$ cat src/rtl/aes_pkg.sv
// Shared definitions for the AES round stages: GF(2^8) helpers, the round-stage FSM states
// and the key-schedule row stride.
package aes_pkg;

  localparam int unsigned KEY_ROW_STRIDE = 120;

  typedef enum logic [2:0] {
    StIdle,
    StRdA,
    StRdB,
    StCap,
    StWrA,
    StWrB,
    StDone
  } round_state_e;

  function automatic logic [7:0] xtime(input logic [7:0] x);
    return {x[6:0], 1'b0} ^ (x[7] ? 8'h1b : 8'h00);
  endfunction

  function automatic logic [7:0] gf_mul3(input logic [7:0] x);
    return xtime(x) ^ x;
  endfunction

endpackage

$ cat src/rtl/mix_column_unit.sv
// Forward MixColumns on one 4-byte column; index r of the packed arrays is the state row.
module mix_column_unit
  import aes_pkg::*;
(
  input  logic [3:0][7:0] col_i,
  output logic [3:0][7:0] col_o
);

  always_comb begin
    col_o[0] = xtime(col_i[0]) ^ gf_mul3(col_i[1]) ^ col_i[2] ^ col_i[3];
    col_o[1] = col_i[0] ^ xtime(col_i[1]) ^ gf_mul3(col_i[2]) ^ col_i[3];
    col_o[2] = col_i[0] ^ col_i[1] ^ xtime(col_i[2]) ^ gf_mul3(col_i[3]);
    col_o[3] = gf_mul3(col_i[0]) ^ col_i[1] ^ col_i[2] ^ xtime(col_i[3]);
  end

endmodule

$ cat src/rtl/mix_columns_add_round_key.sv
// AES encrypt round stage: MixColumns then AddRoundKey, applied column by column in place in
// the state RAM, with the ap_start/ap_done/ap_idle/ap_ready block handshake.
module mix_columns_add_round_key #(
  parameter int unsigned STATE_AW       = 5,
  parameter int unsigned KEY_AW         = 9,
  parameter int unsigned DATA_W         = 32,
  parameter int unsigned KEY_ROW_STRIDE = aes_pkg::KEY_ROW_STRIDE
) (
  input  logic                ap_clk,
  input  logic                ap_rst_n,
  input  logic                ap_start,
  output logic                ap_done,
  output logic                ap_idle,
  output logic                ap_ready,
  output logic [STATE_AW-1:0] statemt_address0,
  output logic                statemt_ce0,
  output logic                statemt_we0,
  output logic [DATA_W-1:0]   statemt_d0,
  input  logic [DATA_W-1:0]   statemt_q0,
  output logic [STATE_AW-1:0] statemt_address1,
  output logic                statemt_ce1,
  output logic                statemt_we1,
  output logic [DATA_W-1:0]   statemt_d1,
  input  logic [DATA_W-1:0]   statemt_q1,
  input  logic [3:0]          n,
  output logic [KEY_AW-1:0]   word_address0,
  output logic                word_ce0,
  input  logic [DATA_W-1:0]   word_q0,
  output logic [KEY_AW-1:0]   word_address1,
  output logic                word_ce1,
  input  logic [DATA_W-1:0]   word_q1
);
  import aes_pkg::*;

  round_state_e    state_q, state_d;
  logic [1:0]      col_q, col_d;
  logic [3:0]      n_q, n_d;
  logic [3:0][7:0] st_q, key_q;
  logic [3:0][7:0] mixed;
  logic [1:0]      row0, row1;
  logic            rd_phase, wr_phase;
  logic [7:0]      wr_byte0, wr_byte1;

  always_comb begin
    state_d = state_q;
    col_d   = col_q;
    n_d     = n_q;
    case (state_q)
      StIdle: begin
        if (ap_start) begin
          state_d = StRdA;
          col_d   = 2'd0;
          n_d     = n;
        end
      end
      StRdA: state_d = StRdB;
      StRdB: state_d = StCap;
      StCap: state_d = StWrA;
      StWrA: state_d = StWrB;
      StWrB: begin
        if (col_q == 2'd3) begin
          state_d = StDone;
        end else begin
          col_d   = col_q + 2'd1;
          state_d = StRdA;
        end
      end
      StDone:  state_d = StIdle;
      default: state_d = StIdle;
    endcase
  end

  // Read data lags the address by one cycle, so rows 0/1 land in RdB and rows 2/3 in Cap.
  always_ff @(posedge ap_clk) begin
    if (!ap_rst_n) begin
      state_q <= StIdle;
      col_q   <= 2'd0;
      n_q     <= 4'd0;
      st_q    <= '0;
      key_q   <= '0;
    end else begin
      state_q <= state_d;
      col_q   <= col_d;
      n_q     <= n_d;
      if (state_q == StRdB) begin
        st_q[0]  <= statemt_q0[7:0];
        st_q[1]  <= statemt_q1[7:0];
        key_q[0] <= word_q0[7:0];
        key_q[1] <= word_q1[7:0];
      end
      if (state_q == StCap) begin
        st_q[2]  <= statemt_q0[7:0];
        st_q[3]  <= statemt_q1[7:0];
        key_q[2] <= word_q0[7:0];
        key_q[3] <= word_q1[7:0];
      end
    end
  end

  mix_column_unit u_mix (
    .col_i (st_q),
    .col_o (mixed)
  );

  // Port 0 serves the even row of the current pair, port 1 the odd row.
  assign row0     = {(state_q == StRdB) || (state_q == StWrB), 1'b0};
  assign row1     = {row0[1], 1'b1};
  assign rd_phase = (state_q == StRdA) || (state_q == StRdB);
  assign wr_phase = (state_q == StWrA) || (state_q == StWrB);
  assign wr_byte0 = mixed[row0] ^ key_q[row0];
  assign wr_byte1 = mixed[row1] ^ key_q[row1];

  assign statemt_address0 = STATE_AW'({col_q, row0});
  assign statemt_address1 = STATE_AW'({col_q, row1});
  assign statemt_ce0      = rd_phase | wr_phase;
  assign statemt_ce1      = rd_phase | wr_phase;
  assign statemt_we0      = wr_phase;
  assign statemt_we1      = wr_phase;
  assign statemt_d0       = DATA_W'(wr_byte0);
  assign statemt_d1       = DATA_W'(wr_byte1);

  assign word_address0 = KEY_AW'(32'(row0) * KEY_ROW_STRIDE + 32'(n_q) * 32'd4 + 32'(col_q));
  assign word_address1 = KEY_AW'(32'(row1) * KEY_ROW_STRIDE + 32'(n_q) * 32'd4 + 32'(col_q));
  assign word_ce0      = rd_phase;
  assign word_ce1      = rd_phase;

  assign ap_done  = (state_q == StDone);
  assign ap_ready = (state_q == StDone);
  assign ap_idle  = (state_q == StIdle);

  logic unused_q_hi;
  assign unused_q_hi = ^{statemt_q0[DATA_W-1:8], statemt_q1[DATA_W-1:8],
                         word_q0[DATA_W-1:8], word_q1[DATA_W-1:8]};

endmodule

$ cat config.mk
export PLATFORM = sky130hd
export DESIGN_NAME = mix_columns_add_round_key
export DESIGN_NICKNAME = d
export VERILOG_FILES = /design/src/rtl/aes_pkg.sv /design/src/rtl/mix_column_unit.sv /design/src/rtl/mix_columns_add_round_key.sv
export SDC_FILE = /design/constraint.sdc
export NUM_CORES = 1
export LEC_CHECK = 0
export CORE_UTILIZATION = 47
export DETAILED_ROUTE_END_ITERATION = 10
export PLACE_DENSITY = 0.88
export SYNTH_ARGS = -nofsm -noshare
export SYNTH_HDL_FRONTEND = slang
export SYNTH_SLANG_ARGS = --single-unit
$ cat constraint.sdc
create_clock -name ap_clk -period 8 [get_ports ap_clk]
set_clock_uncertainty 0.05 [all_clocks]
set_input_delay 1.6 -clock ap_clk [delete_from_list [all_inputs] [get_ports ap_clk]]
set_output_delay 1.6 -clock ap_clk [all_outputs]
set_load 0.05 [all_outputs]
Word level (Yosys, flattened, before mapping)

Cells that the tools add are included.

RAM bits: 0
Latch bits: 0
Logic and storage cells: 77
Register bits after elaboration: 73
Bits in read-only memories: 0
Output and inout bits: 101
Memories kept: 0

Multipliers: 2
Equality and inequality tests: 9
Shift operators: 0
Reductions and logical operators: 7
Add/subtract/negate cells: 5
Divide/modulo/power cells: 0
$lt $le $gt $ge: 2
Muxes and demuxes: 18
Bitwise gates (word level): 23

Operator list:

| cell                                                                          | number |
|---|---|
| 8-bit XOR                                                                     | 22 |
| 8-bit two-way mux                                                             | 8 |
| 5-bit two-way mux                                                             | 4 |
| 9-bit by 2-bit adder with 9-bit output                                        | 2 |
| 9-bit by 6-bit adder with 9-bit output                                        | 2 |
| 3-bit one-hot mux with 6 select lines                                         | 1 |
| 3-bit == test (second input constant)                                         | 3 |
| 3-bit by 2-bit == test with 1-bit output (second input constant)              | 2 |
| 2-bit by 3-bit less-than comparator with 1-bit output (second input constant) | 2 |
| 2-bit by 4-bit multiplier with 6-bit output (second input constant)           | 1 |
| 3-bit two-way mux                                                             | 2 |
| 1-bit by 4-bit multiplier with 5-bit output (second input constant)           | 1 |
| 2-bit two-way mux                                                             | 2 |
| 2-bit != test (second input constant)                                         | 2 |
| 2-bit one-hot mux with 2 select lines                                         | 1 |
| 3-bit by 1-bit == test with 1-bit output (second input constant)              | 1 |
| 3-bit zero test                                                               | 1 |
| 1-bit logical OR                                                              | 3 |
| 3-bit AND reduction                                                           | 1 |
| 2-bit by 1-bit adder with 2-bit output (second input constant)                | 1 |
| 2-bit == test (second input constant)                                         | 1 |
| 2-bit AND reduction                                                           | 1 |
| 2-bit nonzero test                                                            | 1 |
| 1-bit bitwise OR                                                              | 1 |

Depth between registers and ports, before layout

Depth after elaboration: 9
Mapped depth: 9
Gate-level depth less buffers: 7

Hierarchy

Synthesis repeated with hierarchy kept, for this count alone.

Cells, all modules: 553
Area, all modules: 5330.1 µm²

By module, submodules not included:

| module                    | area each (µm²) | cells each | times used | seq. area each (µm²) |
|---|---|---|---|---|
| mix_columns_add_round_key | 3995.1          | 469        | 1          | 1461.4 |
| mix_column_unit           | 1335.0          | 84         | 1          | 0.0 |

Least setup slack after synthesis

OpenSTA, ideal clock, no wires.

Path type: register -> output
From: reg state_q[1]
To: out word_address1[6]
Required time: 6.350 ns
Slack: 2.988 ns
Arrival: 3.362 ns
Stages on the path, launching flop included: 10
Path buffers: 2
Cell sequence: dfxtp_1 -> nand2b_1 -> buf_4 -> inv_2 -> a21oi_4 -> buf_6 -> inv_2 -> ha_1 -> inv_1 -> a211oi_1

Longest elaborated chain between the ends: 5

RTL lines:

| element                                                                          | line                             | source |
|---|---|---|
| start: declaration                                                               | mix_columns_add_round_key.sv:35  | `round_state_e state_q, state_d;` |
| start signal: assignment                                                         | mix_columns_add_round_key.sv:76  | `state_q <= StIdle;` |
| start signal: assignment                                                         | mix_columns_add_round_key.sv:82  | `state_q <= state_d;` |
| 3-bit by 2-bit == test with 1-bit output / 3-bit == test (equally long branches) | mix_columns_add_round_key.sv:106 | `assign row0 = {(state_q == StRdB) \|\| (state_q == StWrB), 1'b0};` |
| 1-bit logical OR (*)                                                             | mix_columns_add_round_key.sv:106 |  |
| net statemt_address0[1]                                                          | mix_columns_add_round_key.sv:15  | `output logic [STATE_AW-1:0] statemt_address0,` |
| 2-bit by 4-bit multiplier with 6-bit output (*)                                  | mix_columns_add_round_key.sv:123 | `assign word_address1 = KEY_AW'(32'(row1) * KEY_ROW_STRIDE + 32'(n_q) * 32'd4 + 32'(col_q));` |
| 9-bit by 6-bit adder with 9-bit output (*)                                       | mix_columns_add_round_key.sv:123 |  |
| 9-bit by 2-bit adder with 9-bit output (*)                                       | mix_columns_add_round_key.sv:123 |  |
| end: declaration                                                                 | mix_columns_add_round_key.sv:29  | `output logic [KEY_AW-1:0] word_address1,` |

The timed path passes the listed nets; every way through them passes the cells marked *.

Worst setup path after layout

From: reg state_q[1]
To: out word_address0[6]

Longest elaborated chain between the ends: 5

RTL lines:

| element                                                                          | line                             | source |
|---|---|---|
| 3-bit by 2-bit == test with 1-bit output / 3-bit == test (equally long branches) | mix_columns_add_round_key.sv:106 |  |
| 1-bit logical OR (*)                                                             | mix_columns_add_round_key.sv:106 |  |
| 1-bit by 4-bit multiplier with 5-bit output (*)                                  | mix_columns_add_round_key.sv:122 | `assign word_address0 = KEY_AW'(32'(row0) * KEY_ROW_STRIDE + 32'(n_q) * 32'd4 + 32'(col_q));` |
| 9-bit by 6-bit adder with 9-bit output (*)                                       | mix_columns_add_round_key.sv:122 |  |
| 9-bit by 2-bit adder with 9-bit output (*)                                       | mix_columns_add_round_key.sv:122 |  |
| end: declaration                                                                 | mix_columns_add_round_key.sv:26  | `output logic [KEY_AW-1:0] word_address0,` |

Mark *: on every way between the ends. The rest lies on a longest branch, timed or not.

==> metrics.cfg <==
[outcome]
status = finished, final reports clean

[clocking]
cts_tree = yes
clk_pin_slew_ns = 0.06
cts_sinks = 73
cts_hold_buf = 0
post_cts_buffers = 0
h-tree-depth = 3
ctsRootBufferMaster = clkbuf_16
cts_resized = 0
clock_tree.buffer_depth = 2
numCtsBuffers = 9
clock_latency_ns = 0.34

[global_routing]
first_global_vias = 3963
grt_use_total_pct = 21.7
grt_overflow_total = 0
grt_max_degree = 74
antenna_found_initial = 0
grt_pass1_wl_um = 19500

[sta]
fmax_ghz = 0.167
fin_crit_sh_pct = 74.8
rsz0062_at_grt = no
slew_violations = 0
hold_viol = 0
tightest_slew_ns = 1.30
slew_headroom_pct = 12.9
final.setup.tns_ns = 0
setup_violations = 0
period_needed_ns = 5.98

[critical_path]
crit_chain = nand2b_1 > inv_2 > a21oi_4 > inv_2 > ha_1 > fa_1 > ha_1 > clkdlybuf4s50_1
r2r-end = key_q[22]$_SDFFE_PN0P_
required_ns = 6.35
worstReg2RegStart = state_q[1]$_SDFFE_PN0P_
critPathBufInv = 3
critPathKind = reg -> out
critPathMaxFanout = 16
cp_slowest_cell = clkdlybuf4s50_1
path_delay_family = buffers and inverters
worst_setup_path_start_kind = flip-flop
slowest_delay_ns = 0.79
r2r_slack_ns = 5.09
crit_path_end = word_address0[6]
crit_cells = 8
critPathArrivalTime_ns = 4.33
cp-end-kind = output pin
setup.worst_path.start = state_q[1]$_SDFFE_PN0P_
r2r_cells = 4

[floorplan]
ioPinCount = 236
core_mm2 = 0.0110
dieWidth_um = 109
rows = 38
die_area_mm2 = 0.0119
initial_core_util_pct = 48.9
dieHeight_um = 109

[routing]
final_antenna_net_count = 0
wl_per_cell_um = 15.4
totalWireLength_um = 12300
vias_per_cell = 5.02
drt_pass1_iterations = 4
drc_errors = 0
drt-initial-drc-count = 184
vias = 3995

[power_and_ir_drop]
ir_drop_mv = 0.124
pwr-share-comb_pct = 39.9
power_leakage_nw = 2.40
seqPwrFrac_pct = 30.1
p_switching_mw = 0.526
p_per_area_mw_per_mm2 = 215
sw_frac_of_total_pct = 39.1
p_int_mw = 0.820
power.share.clock_pct = 30.0

[layout]
n_antenna_cell = 0
stdcell_count = 796
nets = 795
final_cell_area_mm2 = 0.00626
areaGrowthSynthToFinish_pct = 16.1
layout-drive-gt1-share_pct = 4.42
fill_cells = 948

[place]
dpl-instance-area_mm2 = 0.00597
hpwl_um = 8710
dp_cells = 780
gp_congestion = 0.893
port_buffers = 87

[logic_synthesis]
synthXorXnorAreaFrac_pct = 26.6
synth_top_area_share_pct = 27.1
yosys_warnings = 0
synth-seq-area-share_pct = 27.1
yosysUniqueCellTypes = 38
yosysMostFrequentCell = nand2_1
synth_mux_area_share_pct = 2.97
netlist_top_cells_area = dfxtp_1 (27%), xnor2_1 (13%), a21boi_1 (9.7%)
synth-simple-area-share_pct = 13.7
yosysTopAreaCell = dfxtp_1
netlist_instances = 608
synth_top_family_by_area = XOR/XNOR gates
synthAdderAreaFrac_pct = 2.37
synth_compound_area_share_pct = 13.6
netlist_area_mm2 = 0.00539
synth_edf_count = 0
post_synth.cell_area_avg_um2 = 8.87
synth_top_flop_cell = dfxtp_1
async_flop_share_pct = 0
synth-seq-cells = 73
yosys-top-cells-count = nand2_1 (138), xnor2_1 (78), dfxtp_1 (73)

[worst_hold_path]
min_path_type = reg -> reg

[flow_run]
max_cap_viol_count = 0

==> routing by layer <==
| layer | track usage, % | part of all wire (%) | vias to the layer above |
|---|---|---|---|
| met5 | 0 | 0 | - |
| met2 | 38.6 | 51 | 120 |
| met1 | 25.3 | 42 | 1906 |
| met4 | 7.72 | 1.6 | 0 |
| li1 | - | - | 1952 |
| met3 | 4.84 | 5.3 | 17 |
==> layout make-up <==
| type | count | area (um2) | area share (%) |
|---|---|---|---|
| Multi-Input combinational cell | 466 | 3390 | 54.2 |
| Sequential cell | 73 | 1460 | 23.3 |
| Timing Repair Buffer | 91 | 901 | 14.4 |
| Clock buffer | 10 | 229 | 3.66 |
| Tap cell | 140 | 175 | 2.80 |
| Clock inverter | 6 | 67.6 | 1.08 |
| Inverter | 10 | 37.5 | 0.599 |
==> registers in the layout, indices dropped and copies added (netlist names) <==
register	flops
key_q	32
n_q	4
col_q	2
st_q	32
state_q	3
==> cell families after synthesis <==
| group | Yosys count |
|---|---|
| flip-flops | 73 |
| adder cells (fa/ha/maj) | 9 |
| multiplexers | 16 |
| buffers and inverters | 119 |
| AO/OA/AOI/OAI | 99 |
| other | 2 |
| XOR/XNOR | 116 |
| AND/OR/NAND/NOR | 174 |
==> worst min-delay path, cell delays in order (launching register included) <==
cell and delay [ns]:
dfxtp_1 0.32, nand2_1 0.05, a21boi_1 0.05
==> worst min-delay path by stage <==
stage / endpoint / startpoint / cells past startpoint
after floorplan: key_q[0]$_SDFFE_PN0P_ / key_q[0]$_SDFFE_PN0P_ / 2
after global placement: key_q[20]$_SDFFE_PN0P_ / key_q[20]$_SDFFE_PN0P_ / 2
after detailed placement: key_q[23]$_SDFFE_PN0P_ / key_q[23]$_SDFFE_PN0P_ / 2
after CTS: n_q[0]$_SDFFE_PN0P_ / n_q[0]$_SDFFE_PN0P_ / 2
after global routing: key_q[26]$_SDFFE_PN0P_ / key_q[26]$_SDFFE_PN0P_ / 2
final: key_q[23]$_SDFFE_PN0P_ / key_q[23]$_SDFFE_PN0P_ / 2
==> power groups by stage <==
stage / logic, mW / registers [mW] / clock network (mW)
6_report: 0.537 / 0.405 / 0.404
5_1_grt: 0.568 / 0.407 / 0.422
4_1_cts: 0.539 / 0.404 / 0.408
3_5_place_dp: 0.536 / 0.412 / 0
3_3_place_gp: 0.528 / 0.410 / 0
2_1_floorplan: 0.433 / 0.398 / 0
==> cells in the final DEF, fill, tap and decap left out, types with 8 or more instances in the layout <==
cell type | Yosys | final
xnor3_1 | 18 | 18
inv_1 | 8 | 8
a21boi_1 | 70 | 70
xor3_1 | 8 | 8
conb_1 | 2 | 52
nand2_1 | 138 | 138
o31ai_1 | 8 | 8
clkbuf_16 | 0 | 9
clkdlybuf4s50_1 | 0 | 87
xnor2_1 | 78 | 78
a211oi_1 | 8 | 8
mux2i_1 | 16 | 16
dfxtp_1 | 73 | 73
==> through the flow <==
| stage | setup slack [ns] | util (%) | power [mW] | hold slack, ns |
|---|---|---|---|---|
| 4_1_cts | 2.01 | 56.8 | 1.35 | 0.421 |
| 5_1_grt | 1.85 | 56.8 | 1.40 | 0.435 |
| 2_1_floorplan | 2.99 | - | 0.831 | 0.398 |
| 3_3_place_gp | 2.47 | 54.1 | 0.938 | 0.404 |
| 3_5_place_dp | 2.40 | 54.1 | 0.948 | 0.413 |
| 6_report | 2.02 | 56.8 | 1.35 | 0.416 |
Power figures use the tool's default switching activity.
